--- config.mk ---
export PLATFORM = sky130hd
export DESIGN_NAME = game_flow_ctrl
export DESIGN_NICKNAME = d
export VERILOG_FILES = /design/src/rtl/game_pkg.sv /design/src/rtl/game_tick_gen.sv /design/src/rtl/game_flow_ctrl.sv
export SDC_FILE = /design/constraint.sdc
export NUM_CORES = 1
export LEC_CHECK = 0
export ABC_CLOCK_PERIOD_IN_PS = 2850
export BUFFER_PORTS_ARGS = -buffer_cell sky130_fd_sc_hd__buf_2
export CAP_MARGIN = 10
export CORE_MARGIN = 5
export CORE_UTILIZATION = 54
export DETAILED_ROUTE_END_ITERATION = 6
export PLACE_DENSITY = 0.76
export RECOVER_POWER = 100
export REMOVE_ABC_BUFFERS = 1
export SYNTH_ARGS = -nofsm -noshare
export SYNTH_HDL_FRONTEND = slang
export SYNTH_SLANG_ARGS = --single-unit
--- constraint.sdc ---
create_clock -name clk -period 2.85 [get_ports clk]
set_input_delay 0.57 -clock clk [delete_from_list [all_inputs] [get_ports clk]]
set_output_delay 0.57 -clock clk [all_outputs]
set_load 0.05 [all_outputs]
--- src/rtl/game_pkg.sv ---
// Shared status encoding and controller state type for the game-flow FSM and video path.
package game_pkg;

   localparam logic [2:0] STATUS_PLAYING   = 3'd0;
   localparam logic [2:0] STATUS_LEVEL_WIN = 3'd1;
   localparam logic [2:0] STATUS_WORLD_WIN = 3'd2;
   localparam logic [2:0] STATUS_GAME_WIN  = 3'd3;
   localparam logic [2:0] STATUS_GAME_OVER = 3'd4;
   localparam logic [2:0] STATUS_LIFE_LOST = 3'd5;
   localparam logic [2:0] STATUS_PAUSED    = 3'd6;
   localparam logic [2:0] STATUS_IDLE      = 3'd7;

   // State encoding equals the status code so the state register drives status directly.
   typedef enum logic [2:0] {
      S_PLAYING   = STATUS_PLAYING,
      S_LEVEL_WIN = STATUS_LEVEL_WIN,
      S_WORLD_WIN = STATUS_WORLD_WIN,
      S_GAME_WIN  = STATUS_GAME_WIN,
      S_GAME_OVER = STATUS_GAME_OVER,
      S_LIFE_LOST = STATUS_LIFE_LOST,
      S_PAUSED    = STATUS_PAUSED,
      S_IDLE      = STATUS_IDLE
   } game_state_e;

   function automatic logic is_banner(input game_state_e s);
      return (s == S_LEVEL_WIN) || (s == S_WORLD_WIN) || (s == S_LIFE_LOST);
   endfunction

endpackage

--- src/rtl/game_tick_gen.sv ---
// Divides clk down to a one-cycle tick; restartable so each state gets whole ticks.
module game_tick_gen #(
   parameter int unsigned TICK_DIV = 100_000_000
) (
   input  logic clk,
   input  logic rst,
   input  logic clear,
   input  logic run,
   output logic tick
);

   localparam int unsigned CW = $clog2(TICK_DIV);

   logic [CW-1:0] count;

   assign tick = run && (count == CW'(TICK_DIV - 1));

   always_ff @(posedge clk or negedge rst) begin
      if (!rst)       count <= '0;
      else if (clear) count <= '0;
      else if (run)   count <= tick ? '0 : count + CW'(1);
   end

endmodule

--- src/rtl/game_flow_ctrl.sv ---
// Game progress controller: level/world sequencing, lives, per-level countdown,
// pause and timed win/lose banners.
module game_flow_ctrl
   import game_pkg::*;
#(
   parameter int unsigned LEVELS_PER_WORLD = 4,
   parameter int unsigned WORLDS           = 2,
   parameter int unsigned LIVES            = 3,
   parameter int unsigned LEVEL_TIME       = 60,
   parameter int unsigned TICK_DIV         = 100_000_000,
   parameter int unsigned BANNER_TICKS     = 2,
   localparam int unsigned LW = (LEVELS_PER_WORLD > 1) ? $clog2(LEVELS_PER_WORLD) : 1,
   localparam int unsigned WW = (WORLDS > 1) ? $clog2(WORLDS) : 1,
   localparam int unsigned TW = $clog2(LEVEL_TIME + 1)
) (
   input  logic          clk,
   input  logic          rst,
   input  logic          start,
   input  logic          level_passed,
   input  logic          lose,
   input  logic          pause,
   output logic [LW-1:0] level,
   output logic [WW-1:0] world,
   output logic [3:0]    lives,
   output logic [TW-1:0] time_left,
   output logic [2:0]    status,
   output logic          play_en,
   output logic          level_load
);

   localparam int unsigned BW = $clog2(BANNER_TICKS + 1);

   game_state_e   state, state_d;
   logic [LW-1:0] level_d;
   logic [WW-1:0] world_d;
   logic [3:0]    lives_d;
   logic [TW-1:0] time_d;
   logic [BW-1:0] bcnt, bcnt_d;
   logic          play_d, load_d;
   logic          tick, state_chg, run;

   assign state_chg = (state_d != state);
   assign run       = (state == S_PLAYING) || is_banner(state);
   assign status    = state;

   game_tick_gen #(.TICK_DIV(TICK_DIV)) u_tick (
      .clk   (clk),
      .rst   (rst),
      .clear (state_chg),
      .run   (run),
      .tick  (tick)
   );

   always_ff @(posedge clk or negedge rst) begin
      if (!rst) begin
         state      <= S_IDLE;
         level      <= '0;
         world      <= '0;
         lives      <= 4'(LIVES);
         time_left  <= TW'(LEVEL_TIME);
         bcnt       <= '0;
         play_en    <= 1'b0;
         level_load <= 1'b0;
      end else begin
         state      <= state_d;
         level      <= level_d;
         world      <= world_d;
         lives      <= lives_d;
         time_left  <= time_d;
         bcnt       <= bcnt_d;
         play_en    <= play_d;
         level_load <= load_d;
      end
   end

   always_comb begin
      state_d = state;
      level_d = level;
      world_d = world;
      lives_d = lives;
      time_d  = time_left;
      bcnt_d  = bcnt;
      case (state)
         S_IDLE, S_GAME_WIN, S_GAME_OVER: begin
            if (start) begin
               state_d = S_PLAYING;
               level_d = '0;
               world_d = '0;
               lives_d = 4'(LIVES);
               time_d  = TW'(LEVEL_TIME);
            end
         end
         S_PLAYING: begin
            if (tick && (time_left != '0)) time_d = time_left - TW'(1);
            // Priority: level_passed, then lose/timeout, then pause.
            if (level_passed) begin
               if (level != LW'(LEVELS_PER_WORLD - 1)) state_d = S_LEVEL_WIN;
               else if (world != WW'(WORLDS - 1))      state_d = S_WORLD_WIN;
               else                                    state_d = S_GAME_WIN;
            end else if (lose || (tick && (time_left <= TW'(1)))) begin
               if (lives != 4'd0) lives_d = lives - 4'd1;
               state_d = (lives <= 4'd1) ? S_GAME_OVER : S_LIFE_LOST;
            end else if (pause) begin
               state_d = S_PAUSED;
            end
         end
         S_PAUSED: begin
            if (pause) state_d = S_PLAYING;
         end
         S_LEVEL_WIN, S_WORLD_WIN, S_LIFE_LOST: begin
            if (tick) begin
               if (bcnt == BW'(BANNER_TICKS - 1)) begin
                  state_d = S_PLAYING;
                  time_d  = TW'(LEVEL_TIME);
                  if (state == S_LEVEL_WIN) level_d = level + LW'(1);
                  if (state == S_WORLD_WIN) begin
                     level_d = '0;
                     world_d = world + WW'(1);
                  end
               end else begin
                  bcnt_d = bcnt + BW'(1);
               end
            end
         end
      endcase
      if (state_chg) bcnt_d = '0;
      play_d = (state_d == S_PLAYING);
      load_d = (state_d == S_PLAYING) && (state != S_PLAYING) && (state != S_PAUSED);
   end

endmodule

# == Word level (Yosys, flattened, before mapping) ==
# Index checks and enable logic that the tools add are counted.
# totals
ff_bits,47
output_inout_bits,18
# classes
n_eq_ne,22
n_reduce_logical,27
n_addsub,6
n_mux,39
order_cmp,2
# ops
op,count
$mux 27,3
$add 27x1->27 const B,1
$eq 27x27->1 const B,1
$mux 6,4
$mux 3,7
$mux 2,10
$reduce_and 5->1,4
$pmux 6 s3,1
$mux 4,4
$ne 2x2->1 const B,7
$eq 3x3->1 const B,4
$pmux 3 s4,1
$reduce_bool 2->1,5
$pmux 4 s2,1
$eq 3x2->1 const B,2
$le 6x1->1 const B,1
$logic_not 3->1,2
$mux 1,6
$ne 2x1->1 const B,3
$ne 3x3->1 const B,2
$reduce_bool 3->1,2
$reduce_bool 6->1,1
$reduce_or 3->1,2
$sub 6x1->6 const B,1
other kinds (13),21

# == Logic depth before layout (Yosys ltp) ==
# Gate-level depths: netlist of run 1.
# logic_depth
word_depth,13
depth_mapped,10
depth_no_buf,8

# == Modules after synthesis ==
# From an unflattened synthesis of run 1, not the netlist that was laid out.
# unflattened
cells_unflattened,322
hier_area_um2,2934.1
# by_module_without_submodules
mod,cells_per_inst,area_per_inst_um2,n_inst
game_tick_gen,172,1549.0,1
game_flow_ctrl,150,1385.1,1

# == Worst setup path before layout of run 1 ==
# Ideal clock, no wire load.
# synth_path
path_kind,reg-to-reg
start,register state[0] (netlist: status[0])
end,register u_tick.count[9]
setup_slack_ns,0.044
t_arrival_ns,2.734
period_less_slack_ns,2.806
setup_ns,0.072
path_stages_with_launch,10
path_cell_list,dfstp_2 -> mux2_2 -> nor4_4 -> buf_6 -> a21oi_2 -> a311o_1 -> or4b_4 -> buf_6 -> buf_6 -> nor2_1
# synth_via
elab_chain_len,12
word_cells_on_any_way,29
classes_between,8 x eq/ne; 11 x mux; 10 x reduce/logical
# synth_rtl
item,line,rtl
from (decl),game_flow_ctrl.sv:33,"game_state_e state, state_d;"
from (signal assigned),game_flow_ctrl.sv:65,state <= state_d;
$eq 3x1->1 or $eq 3x2->1 (tied branches),"game_pkg.sv:26, game_flow_ctrl.sv:83",
$logic_or 1x1->1 (2 in series),game_pkg.sv:26,return (s == S_LEVEL_WIN) || (s == S_WORLD_WIN) || (s == S_LIFE_LOST);
$logic_or 1x1->1,game_flow_ctrl.sv:43,assign run = (state == S_PLAYING) || is_banner(state);
$logic_and 1x1->1,game_tick_gen.sv:16,assign tick = run && (count == CW'(TICK_DIV - 1));
$logic_and 1x1->1,game_flow_ctrl.sv:100,end else if (lose || (tick && (time_left <= TW'(1)))) begin
$logic_or 1x1->1,game_flow_ctrl.sv:100,
$mux 3,game_flow_ctrl.sv:100,
$mux 3,game_flow_ctrl.sv:96,if (level_passed) begin
$pmux 3 s4,game_flow_ctrl.sv:83,case (state)
$ne 3x3->1,game_flow_ctrl.sv:42,assign state_chg = (state_d != state);
$mux 27 or $reduce_bool 2->1 (tied branches),-,
to (signal assigned),game_tick_gen.sv:21,else if (run) count <= tick ? '0 : count + CW'(1);
to (decl),game_tick_gen.sv:14,logic [CW-1:0] count;
# Several ways; a longest one is shown, not always the timed one. The select of a mux whose other input is x is not followed.
# A chain may end at the register's enable or synchronous reset.

# == Worst setup path in the final report of run 1 ==
# layout_path
start,register u_tick.count[9]
end,register u_tick.count[14]
# layout_via
elab_chain_len,9
word_cells_on_any_way,14
classes_between,1 x add/sub; 2 x eq/ne; 7 x mux; 4 x reduce/logical
# layout_rtl
item,line
$eq 27x27->1,game_tick_gen.sv:16
$logic_and 1x1->1,game_tick_gen.sv:16
$logic_and 1x1->1,game_flow_ctrl.sv:100
$logic_or 1x1->1,game_flow_ctrl.sv:100
$mux 3,game_flow_ctrl.sv:100
$mux 3,game_flow_ctrl.sv:96
$pmux 3 s4,game_flow_ctrl.sv:83
$ne 3x3->1,game_flow_ctrl.sv:42
$mux 27 or $reduce_bool 2->1 (tied branches),-
# Several ways; a longest one is shown, not always the timed one. The select of a mux whose other input is x is not followed.

==> impl_metrics.py, run 1 <==
metrics = {
    "sta": {
        "finClkSkew_ns": 0.00513,
        "relSlewSlack_pct": 32.4,
        "setup_viol": 0,
        "rsz0062_at_grt": "no",
        "fmax_ghz": 0.368,
        "timing.hold.ws_ns": 0.415,
        "fin_crit_ns": 2.72,
        "setup_slack_ns": 0.132,
        "worst_slew_pin_slew_ns": 1.01,
        "slew_violations": 0,
        "setup_tns_ns": 0,
        "fin_crit_sh_pct": 95.4,
        "finalHoldViolCount": 0,
    },
    "worst_hold_path": {
        "min_path_type": "primary input to asynchronous set/reset pin",
    },
    "pwr": {
        "pwr_density_cell_mw_per_mm2": 859,
        "power_uw": 2760,
        "max-vdd-ir-drop_mv": 0.492,
        "power_leakage_uw": 0.00134,
    },
    "placement": {
        "pre_cts_ws_ns": 0.138,
        "place_hpwl_microns": 4610,
        "dpl_cell_area_sq_mm": 0.00310,
        "io_buffers": 23,
        "gp_congestion": 0.857,
    },
    "floorplan": {
        "rows": 26,
        "die_area_sq_mm": 0.00688,
        "start_util_pct": 55.9,
        "die_y_microns": 83.0,
        "design.core.area_sq_mm": 0.00514,
        "ioPinCount": 24,
        "die_x_microns": 83.0,
    },
    "critical_path": {
        "r2r.worst_path.cells": 6,
        "r2r_setup_slack_ns": 0.13,
        "r2r_start": "u_tick.count[9]",
        "worstPathArrival_ns": 2.93,
        "worstSetupPathType": "register to register",
        "reg2reg_to": "u_tick.count[14]",
        "startpoint_type": "register",
        "endpoint_kind": "register",
        "cp_max_fo": 15,
        "crit_required_ns": 3.07,
    },
    "yosys": {
        "syn_area_sq_mm": 0.00288,
        "synthArstFlopShare_pct": 100,
        "avgSynthCellArea_sq_um": 8.87,
        "ys.flop_type": "dfrtp_1",
        "ys_seq_area_share_pct": 41.3,
        "synth.distinct_cells": 51,
        "synth_seq_cells": 47,
        "synth_cells": 324,
        "ys_warn_count": 0,
        "synth-edff-count": 0,
    },
    "detailed_routing": {
        "avgRoutedWirePerCell_microns": 15.3,
        "num_vias": 2511,
        "drt_pre_antenna_iters": 5,
        "ant_nets": 0,
        "drc": 0,
        "drt_iter0_markers": 151,
        "viasPerCell": 5.91,
        "routed_wl_microns": 6510,
    },
    "grt": {
        "grt_start_max_net_pins": 31,
        "grt_overflow_total": 0,
        "grt_pass1_vias": 2357,
        "grt_usage_pct": 19.3,
        "grt_pass1_wl_microns": 11100,
        "antenna_found_initial": 0,
    },
    "cts": {
        "clkTransAtPathRegs_ns": 0.09,
        "cts_max_level": 2,
        "ctsResizeCount": 0,
        "cts_hold_buf": 0,
        "clk_latency_ns": 0.30,
        "cts_sinks": 47,
        "clock_path_buffers": 2,
        "postCtsSetupRepairBufs": 0,
        "cts_tree": "yes",
        "cts-root-buf": "clkbuf_8",
        "cts_buffers": 5,
    },
    "layout": {
        "drive_gt1_share_pct": 13.8,
        "antenna_cells": 0,
        "stdcell_area_sq_mm": 0.00321,
        "nNetsFinal": 367,
        "nFillCells": 441,
        "syn_to_final_growth_pct": 11.7,
    },
    "job": {
        "cap_violations": 0,
    },
    "status": {
        "outcome": "finished, final reports clean",
    },
}
## critical path: stages, from the launching register on
cell and delay [ns]:
dfrtp_1 0.46, or4_4 0.57, nor4_4 0.33, a21oi_2 0.09
a311o_1 0.36, or4b_4 0.62, nor3_1 0.21
## cells in the mapped netlist, types with 4 or more instances
cell type  instances  area [sq um]
o21ai_0           13          65.1
xnor2_1           17           149
nand2_1           21          78.8
nor3_1            24           120
a31oi_1            4          25.0
and4_1             8          70.1
and3_1             8          50.1
clkbuf_1          11          41.3
dfstp_2            9           236
nor2_1            41           154
nand3_1           11          55.1
xor2_1             9          78.8
o22ai_1            4          25.0
nand4_1           10          62.6
inv_1             17          63.8
dfrtp_1           38           951
ha_1               7          87.6
o211ai_1           4          30.0
a21oi_1           14          70.1
or3_1              4          25.0
## power breakdown
part / leakage (uW) / switching (uW) / internal [uW]
Clock: 0.0000514 / 225 / 262
Sequential: 0.000617 / 88.7 / 806
Combinational: 0.000668 / 988 / 389
Total: 0.00134 / 1300 / 1460
## worst max path at each step
stage / startpoint / to / slack, ns / cells past startpoint
3_3_place_gp: u_tick.count[9] / u_tick.count[15] / 0.22 / 6
6_report: u_tick.count[9] / u_tick.count[14] / 0.13 / 6
5_1_grt: u_tick.count[9] / u_tick.count[20] / 0.01 / 6
4_1_cts: u_tick.count[9] / u_tick.count[14] / 0.12 / 6
2_1_floorplan: status[0] / u_tick.count[13] / -0.08 / 6
3_5_place_dp: u_tick.count[9] / u_tick.count[21] / 0.14 / 6
## kinds of logic after synthesis
family	synth area share, %
DFF	41.3
xor gates and xnor gates	7.92
adders and majority gates	3.05
muxes	1.87
AOI/OAI and AO/OA	11.4
buffers and inverters	5.00
and+or+nand+nor	29.5
## through the flow
step | std cells | utilization, %
2_1_floorplan | 309 | -
3_3_place_gp | 416 | 60.4
3_5_place_dp | 416 | 60.4
4_1_cts | 424 | 62.5
5_1_grt | 425 | 62.5
6_report | 425 | 62.5
## state kept, by name (all words and copies together) (netlist names)
name,count
status,3
lives,4
level_load,1
world,1
bcnt,2
u_tick.count,27
play_en,1
level,2
time_left,6
## cells in the final DEF (no fill, tap or decap), types with 3 or more instances in the layout
cell,netlist,layout
a21oi_1,14,14
a31oi_1,4,4
and3_1,8,8
and4_1,8,8
buf_2,1,4
buf_4,0,12
clkbuf_1,11,20
clkbuf_8,0,5
dfrtp_1,38,38
dfstp_2,9,9
ha_1,7,7
inv_1,17,17
mux2_2,3,3
nand2_1,21,21
nand2b_1,3,3
nand3_1,11,11
nand3b_1,3,3
nand4_1,10,10
nor2_1,41,41
nor2b_1,3,3
nor3_1,24,24
o211ai_1,4,4
o21ai_0,13,13
o22ai_1,4,4
or3_1,4,4
xnor2_1,17,17
xor2_1,9,9
## per-layer routing
layer | vias up | track usage, % | wire length (microns) | part of all wire, %
li1 | 1219 | - | - | -
met1 | 1197 | 24.7 | 2880 | 44
met2 | 89 | 32.4 | 3170 | 49
met3 | 6 | 4.36 | 396 | 6.1
met4 | 0 | 5.79 | 65 | 1.0
met5 | - | 0 | 0 | 0
## cell type report
type / instances / area (sq um) / share of cell area (%)
Clock buffer: 6 / 72.6 / 2.26
Tap cell: 70 / 87.6 / 2.73
Inverter: 17 / 63.8 / 1.99
Timing Repair Buffer: 37 / 191 / 5.96
Sequential cell: 47 / 1190 / 37.0
Multi-Input combinational cell: 246 / 1570 / 48.9
Clock inverter: 2 / 37.5 / 1.17
Note: power is estimated with default switching activity, not from simulation.
==> run 2, diff against run 1 <==
--- a/config.mk
+++ b/config.mk
@@ -10,3 +10,2 @@
 export CAP_MARGIN = 10
-export CORE_MARGIN = 5
 export CORE_UTILIZATION = 54
@@ -19 +18,2 @@
 export SYNTH_SLANG_ARGS = --single-unit
+export TNS_END_PERCENT = 100
--- a/constraint.sdc
+++ b/constraint.sdc
@@ -3,2 +3,2 @@
 set_output_delay 0.57 -clock clk [all_outputs]
-set_load 0.05 [all_outputs]
+set_load 0.1 [all_outputs]
==> run 2 against run 1 <==
Effect of this change:
- clock power decreased by 16%
- critical endpoint is now u_tick.count[21]
- sequential power is 0.9% lower
- sequential cell count unchanged
==> impl_metrics.py, run 2 (same netlist as run 1, synthesis figures left out) <==
metrics = {
    "grt": {
        "grt_start_max_net_pins": 47,
        "grt_pass1_vias": 2074,
        "grt_usage_pct": 23.1,
        "grt_pass1_wl_microns": 9730,
        "grt_overflow_total": 0,
        "antenna_found_initial": 0,
    },
    "floorplan": {
        "start_util_pct": 56.3,
        "die_area_sq_mm": 0.00562,
        "die_y_microns": 75.0,
        "design.core.area_sq_mm": 0.00511,
        "ioPinCount": 24,
        "rows": 26,
        "die_x_microns": 75.0,
    },
    "sta": {
        "setup_slack_ns": 0.125,
        "worst_slew_pin_slew_ns": 1.16,
        "fin_crit_ns": 2.72,
        "setup_tns_ns": 0,
        "setup_viol": 0,
        "fin_crit_sh_pct": 95.6,
        "slew_violations": 0,
        "finClkSkew_ns": 0.0163,
        "finalHoldViolCount": 0,
        "timing.hold.ws_ns": 0.416,
        "relSlewSlack_pct": 22.7,
        "rsz0062_at_grt": "no",
        "fmax_ghz": 0.367,
    },
    "cts": {
        "cts_max_level": 2,
        "clock_path_buffers": 2,
        "clkTransAtPathRegs_ns": 0.09,
        "cts_hold_buf": 0,
        "clk_latency_ns": 0.32,
        "cts_tree": "yes",
        "cts-root-buf": "clkbuf_8",
        "cts_sinks": 47,
        "cts_buffers": 5,
    },
    "placement": {
        "place_hpwl_microns": 4280,
        "pre_cts_ws_ns": 0.0997,
        "gp_congestion": 0.857,
        "dpl_cell_area_sq_mm": 0.00309,
        "io_buffers": 23,
    },
    "pwr": {
        "p_int_uw": 1350,
        "swShare_pct": 54.1,
        "p_clk_share_pct": 13.9,
        "power_leakage_uw": 0.00130,
        "power_uw": 2930,
        "seqPwrFrac_pct": 30.3,
        "power_frac_comb_pct": 55.8,
        "pwr_density_cell_mw_per_mm2": 931,
        "p_sw_uw": 1590,
        "max-vdd-ir-drop_mv": 0.783,
    },
    "critical_path": {
        "worstSetupPathType": "register to register",
        "crit_required_ns": 3.08,
        "r2r.worst_path.cells": 6,
        "r2r_start": "u_tick.count[9]",
        "r2r_setup_slack_ns": 0.13,
        "endpoint_kind": "register",
        "startpoint_type": "register",
        "worstPathArrival_ns": 2.95,
        "reg2reg_to": "u_tick.count[21]",
        "cp_max_fo": 29,
    },
    "layout": {
        "nNetsFinal": 364,
        "syn_to_final_growth_pct": 9.57,
        "most-common-layout-cells": "nor2_1, dfrtp_1, nor3_1",
        "top_regs": "u_tick.count: 27 flops, time_left: 6 flops, lives: 4 flops",
        "multi_input_area_sq_mm": 0.00155,
        "drive_gt1_share_pct": 13.1,
        "regArea_sq_mm": 0.00119,
        "regMostFlops": "u_tick.count",
        "antenna_cells": 0,
        "largest_reg_flops": 27,
        "nFillCells": 485,
        "mostFrequentLayoutCell": "nor2_1",
        "stdcell_area_sq_mm": 0.00315,
    },
    "detailed_routing": {
        "ant_nets": 0,
        "drt_iter0_markers": 184,
        "num_vias": 2437,
        "viasPerCell": 5.77,
        "routed_wl_microns": 6120,
        "drt_pre_antenna_iters": 4,
        "drc": 0,
        "avgRoutedWirePerCell_microns": 14.5,
    },
    "status": {
        "outcome": "finished, final reports clean",
    },
    "worst_hold_path": {
        "min_path_type": "primary input to asynchronous set/reset pin",
    },
    "job": {
        "cap_violations": 0,
    },
}
-- run 2: metal layers --
layer | GRT usage (%) | wire length [microns]
met1 | 31.1 | 2850
met2 | 36.9 | 2910
met3 | 4.95 | 272
met4 | 8.18 | 91
met5 | 0 | 0
-- run 2: final cells by class --
cell class	count	share of cell area [%]
well taps	70	2.78
clock inverters	2	0.437
clock buffers	6	2.30
inverters	17	2.03
flip-flops and latches	47	37.7
multi-input cells	245	49.2
repair buffers	35	5.60
-- run 2: worst max-delay path: stages, from the launching register on --
cell and delay, ns:
dfrtp_1 0.43, or4_4 0.57, nor4_4 0.32, a21oi_2 0.08, a311o_1 0.33, or4b_4 0.67, nor3_1 0.24
-- run 2: what timing repair did --
| action | in CTS | in global routing |
|---|---|---|
| endpoints found under the setup margin | 0 | 1 |
| setup buffers | 0 | 0 |
| resized for setup | 0 | 1 |
-- run 2: how the worst max path moves through the flow --
stage                           from                to  cells after the start
floorplan                  status[0]  u_tick.count[13]                      6
global route        u_tick.count[11]  u_tick.count[20]                      6
CTS                  u_tick.count[9]  u_tick.count[24]                      6
global placement     u_tick.count[9]  u_tick.count[13]                      6
detailed placement   u_tick.count[9]  u_tick.count[24]                      6
finish               u_tick.count[9]  u_tick.count[21]                      6
-- run 2: per-stage QoR --
step	util [%]	std cells
finish	61.7	422
global route	61.7	422
CTS	62.2	422
detailed placement	60.5	414
global placement	60.5	414
floorplan	-	309
-- run 2: power by group through the flow --
stage / combinational, uW / clock [uW] / sequential [uW]
after global routing: 1760 / 444 / 910
after CTS: 1660 / 420 / 887
after floorplan: 633 / 0 / 1560
after detailed placement: 1660 / 0 / 900
final: 1640 / 409 / 887
after global placement: 1650 / 0 / 897
==> run 3, diff against run 2 <==
Settings changed: ABC_CLOCK_PERIOD_IN_PS 2850 to 2550, CAP_MARGIN 10 to default, CORE_UTILIZATION 54 to 55, PLACE_DENSITY 0.76 to 0.74.
Clock period 2.85 ns to 2.55 ns, I/O delays scaled along.
==> run 3 against run 2 <==
Effect of this change:
- the run now ends with setup timing left
- core utilization increased by 9.1 points
- die area decreased by 1.8%
- cell area increased by 9.7%
- largest power group unchanged
- critical path depth unchanged
- hold slack improved by 0.049 ns
- largest cell class unchanged
- first-iteration DRC count increased by 13%
- worst setup slack got worse by 0.13 ns
- final cell count increased by 4.0%
- sequential cell count unchanged
- clock skew decreased by 0.0065 ns
- via count increased by 4.4%
- non-clock buffer count increased by 18
==> impl_metrics.py, run 3 (same netlist as run 1, synthesis figures left out) <==
metrics = {
    "status": {
        "outcome": "complete, but fails checks",
        "violations": "setup timing",
    },
    "detailed_routing": {
        "avgRoutedWirePerCell_microns": 15.7,
        "routed.top_layer": "met4",
        "route.met3.wl_microns": 297,
        "drt_iter0_markers": 207,
        "route.met2.wl_microns": 3470,
        "ant_nets": 0,
        "num_vias": 2545,
        "drt_pre_antenna_iters": 4,
        "wl_met1_microns": 3070,
        "viasPerCell": 5.80,
        "routed_wl_microns": 6870,
        "drc": 0,
    },
    "placement": {
        "gp_congestion": 0.964,
        "dpl_cell_area_sq_mm": 0.00323,
        "place_hpwl_microns": 4690,
        "io_buffers": 23,
        "dpl.cell_count": 429,
    },
    "grt": {
        "grt_overflow_total": 0,
        "grt_pass1_wl_microns": 11300,
        "grt_pass1_vias": 2395,
        "grt_start_max_net_pins": 25,
        "grt_usage_pct": 27.0,
        "antenna_found_initial": 0,
    },
    "pwr": {
        "power_frac_comb_pct": 57.4,
        "pwr_density_cell_mw_per_mm2": 1060,
        "seqPwrFrac_pct": 27.1,
        "p_sw_uw": 1890,
        "max-vdd-ir-drop_mv": 0.612,
        "power_leakage_uw": 0.00143,
        "p_int_uw": 1750,
        "p_clk_share_pct": 15.6,
        "swShare_pct": 51.9,
        "power_uw": 3650,
    },
    "critical_path": {
        "r2r.worst_path.cells": 6,
        "worstPathArrival_ns": 2.77,
        "worstSetupPathType": "register to register",
        "r2r_start": "u_tick.count[11]",
        "startpoint_type": "register",
        "startpoint": "u_tick.count[11]",
        "worstPathCellList": "or4b_4 > nor4_4 > a21oi_2 > a311o_1 > or4b_4 > nor3_4",
        "reg2reg_to": "u_tick.count[7]",
        "crit_top_cell": "or4b_4",
        "r2r_setup_slack_ns": -0.003,
        "crit_slowest_cell": "or4b_4",
        "cp_max_fo": 8,
        "endpoint_kind": "register",
        "crit_required_ns": 2.77,
        "slowest_delay_ns": 0.63,
        "critPathCapture": "u_tick.count[7]",
    },
    "cts": {
        "cts_max_level": 2,
        "clkTransAtPathRegs_ns": 0.09,
        "cts_sinks": 47,
        "cts_buffers": 5,
        "cts_tree": "yes",
        "cts_hold_buf": 0,
        "clk_latency_ns": 0.30,
        "postCtsSetupRepairBufs": 0,
        "cts-root-buf": "clkbuf_8",
        "clock_path_buffers": 2,
    },
    "layout": {
        "top_regs": "u_tick.count: 27 flops, time_left: 6 flops, lives: 4 flops",
        "antenna_cells": 0,
        "regMostFlops": "u_tick.count",
        "stdcell_area_sq_mm": 0.00346,
        "nNetsFinal": 384,
        "most-common-layout-cells": "nor2_1, dfrtp_1, buf_4",
        "final_cells": 439,
        "nFillCells": 423,
        "mostFrequentLayoutCell": "nor2_1",
        "drive_gt1_share_pct": 24.5,
        "largest_reg_flops": 27,
        "syn_to_final_growth_pct": 20.2,
    },
    "floorplan": {
        "rows": 25,
        "die_area_sq_mm": 0.00552,
        "design.core.area_sq_mm": 0.00488,
        "ioPinCount": 24,
        "die_y_microns": 74.3,
        "die_x_microns": 74.3,
        "start_util_pct": 58.9,
    },
    "sta": {
        "relSlewSlack_pct": 13.9,
        "setup_viol": 1,
        "fin_crit_ns": 2.55,
        "finClkSkew_ns": 0.00981,
        "worst_slew_pin_slew_ns": 1.29,
        "fmax_ghz": 0.392,
        "setup_slack_ns": -0.00262,
        "rsz0062_at_grt": "yes",
        "finalHoldViolCount": 0,
        "slew_violations": 0,
        "fin_crit_sh_pct": 100,
    },
    "worst_hold_path": {
        "min_path_type": "primary input to asynchronous set/reset pin",
    },
    "job": {
        "cap_violations": 0,
    },
}
run 3: routing by layer:
layer  global-route usage, %  up-vias
met3                    3.93        4
met4                    6.50        0
met2                    47.6       69
met5                       0        -
li1                        -     1253
met1                    35.2     1219
run 3: area by class of cell:
type                            count  area, sq um  share of cell area, %
Multi-Input combinational cell    247         1680                   48.7
Sequential cell                    47         1190                   34.4
Timing Repair Buffer               53          319                   9.23
Tap cell                           67         83.8                   2.43
Clock buffer                        6         82.6                   2.39
Inverter                           17         63.8                   1.85
Clock inverter                      2         35.0                   1.01
run 3: how the worst min path moves through the flow:
stage / start / end / slack [ns] / cells past startpoint
after CTS: rst / lives[3] / 0.20 / 1
after global placement: lives[3] / lives[3] / 0.50 / 1
after detailed placement: lives[3] / lives[3] / 0.51 / 1
final: rst / lives[3] / 0.46 / 1
after floorplan: rst / bcnt[0] / 0.21 / 0
after global routing: start / status[1] / 0.49 / 2
run 3: through the flow:
step / hold slack (ns) / util (%) / worst slack, ns / TNS [ns]
final: 0.465 / 70.8 / -0.00262 / -0.00262
after global routing: 0.489 / 70.8 / -0.0590 / -0.739
after CTS: 0.203 / 70.1 / -0.0121 / -0.0226
after detailed placement: 0.508 / 66.2 / -0.0977 / -1.07
after global placement: 0.498 / 66.2 / -0.0298 / -0.402
after floorplan: 0.214 / - / -0.570 / -19.22
run 3: repair_timing:
action | CTS | global route
cloned | 2 | 0
gates resized for setup | 11 | 16
pin swaps | 12 | 11
endpoints found under the setup margin | 23 | 35
run 3: worst max-delay path, delay by kind of cell (launching register included):
| kind | cells | cell delay [ns] |
|---|---|---|
| simple gates | 4 | 1.66 |
| flops | 1 | 0.39 |
| compound gates | 2 | 0.43 |
run 3: power by group through the flow:
stage               clock network [uW]  logic (uW)  registers (uW)
floorplan                            0         707            1740
global placement                     0        1910             994
detailed placement                   0        1930            1000
CTS                                583        2050             987
global route                       607        2240            1010
finish                             567        2090             988
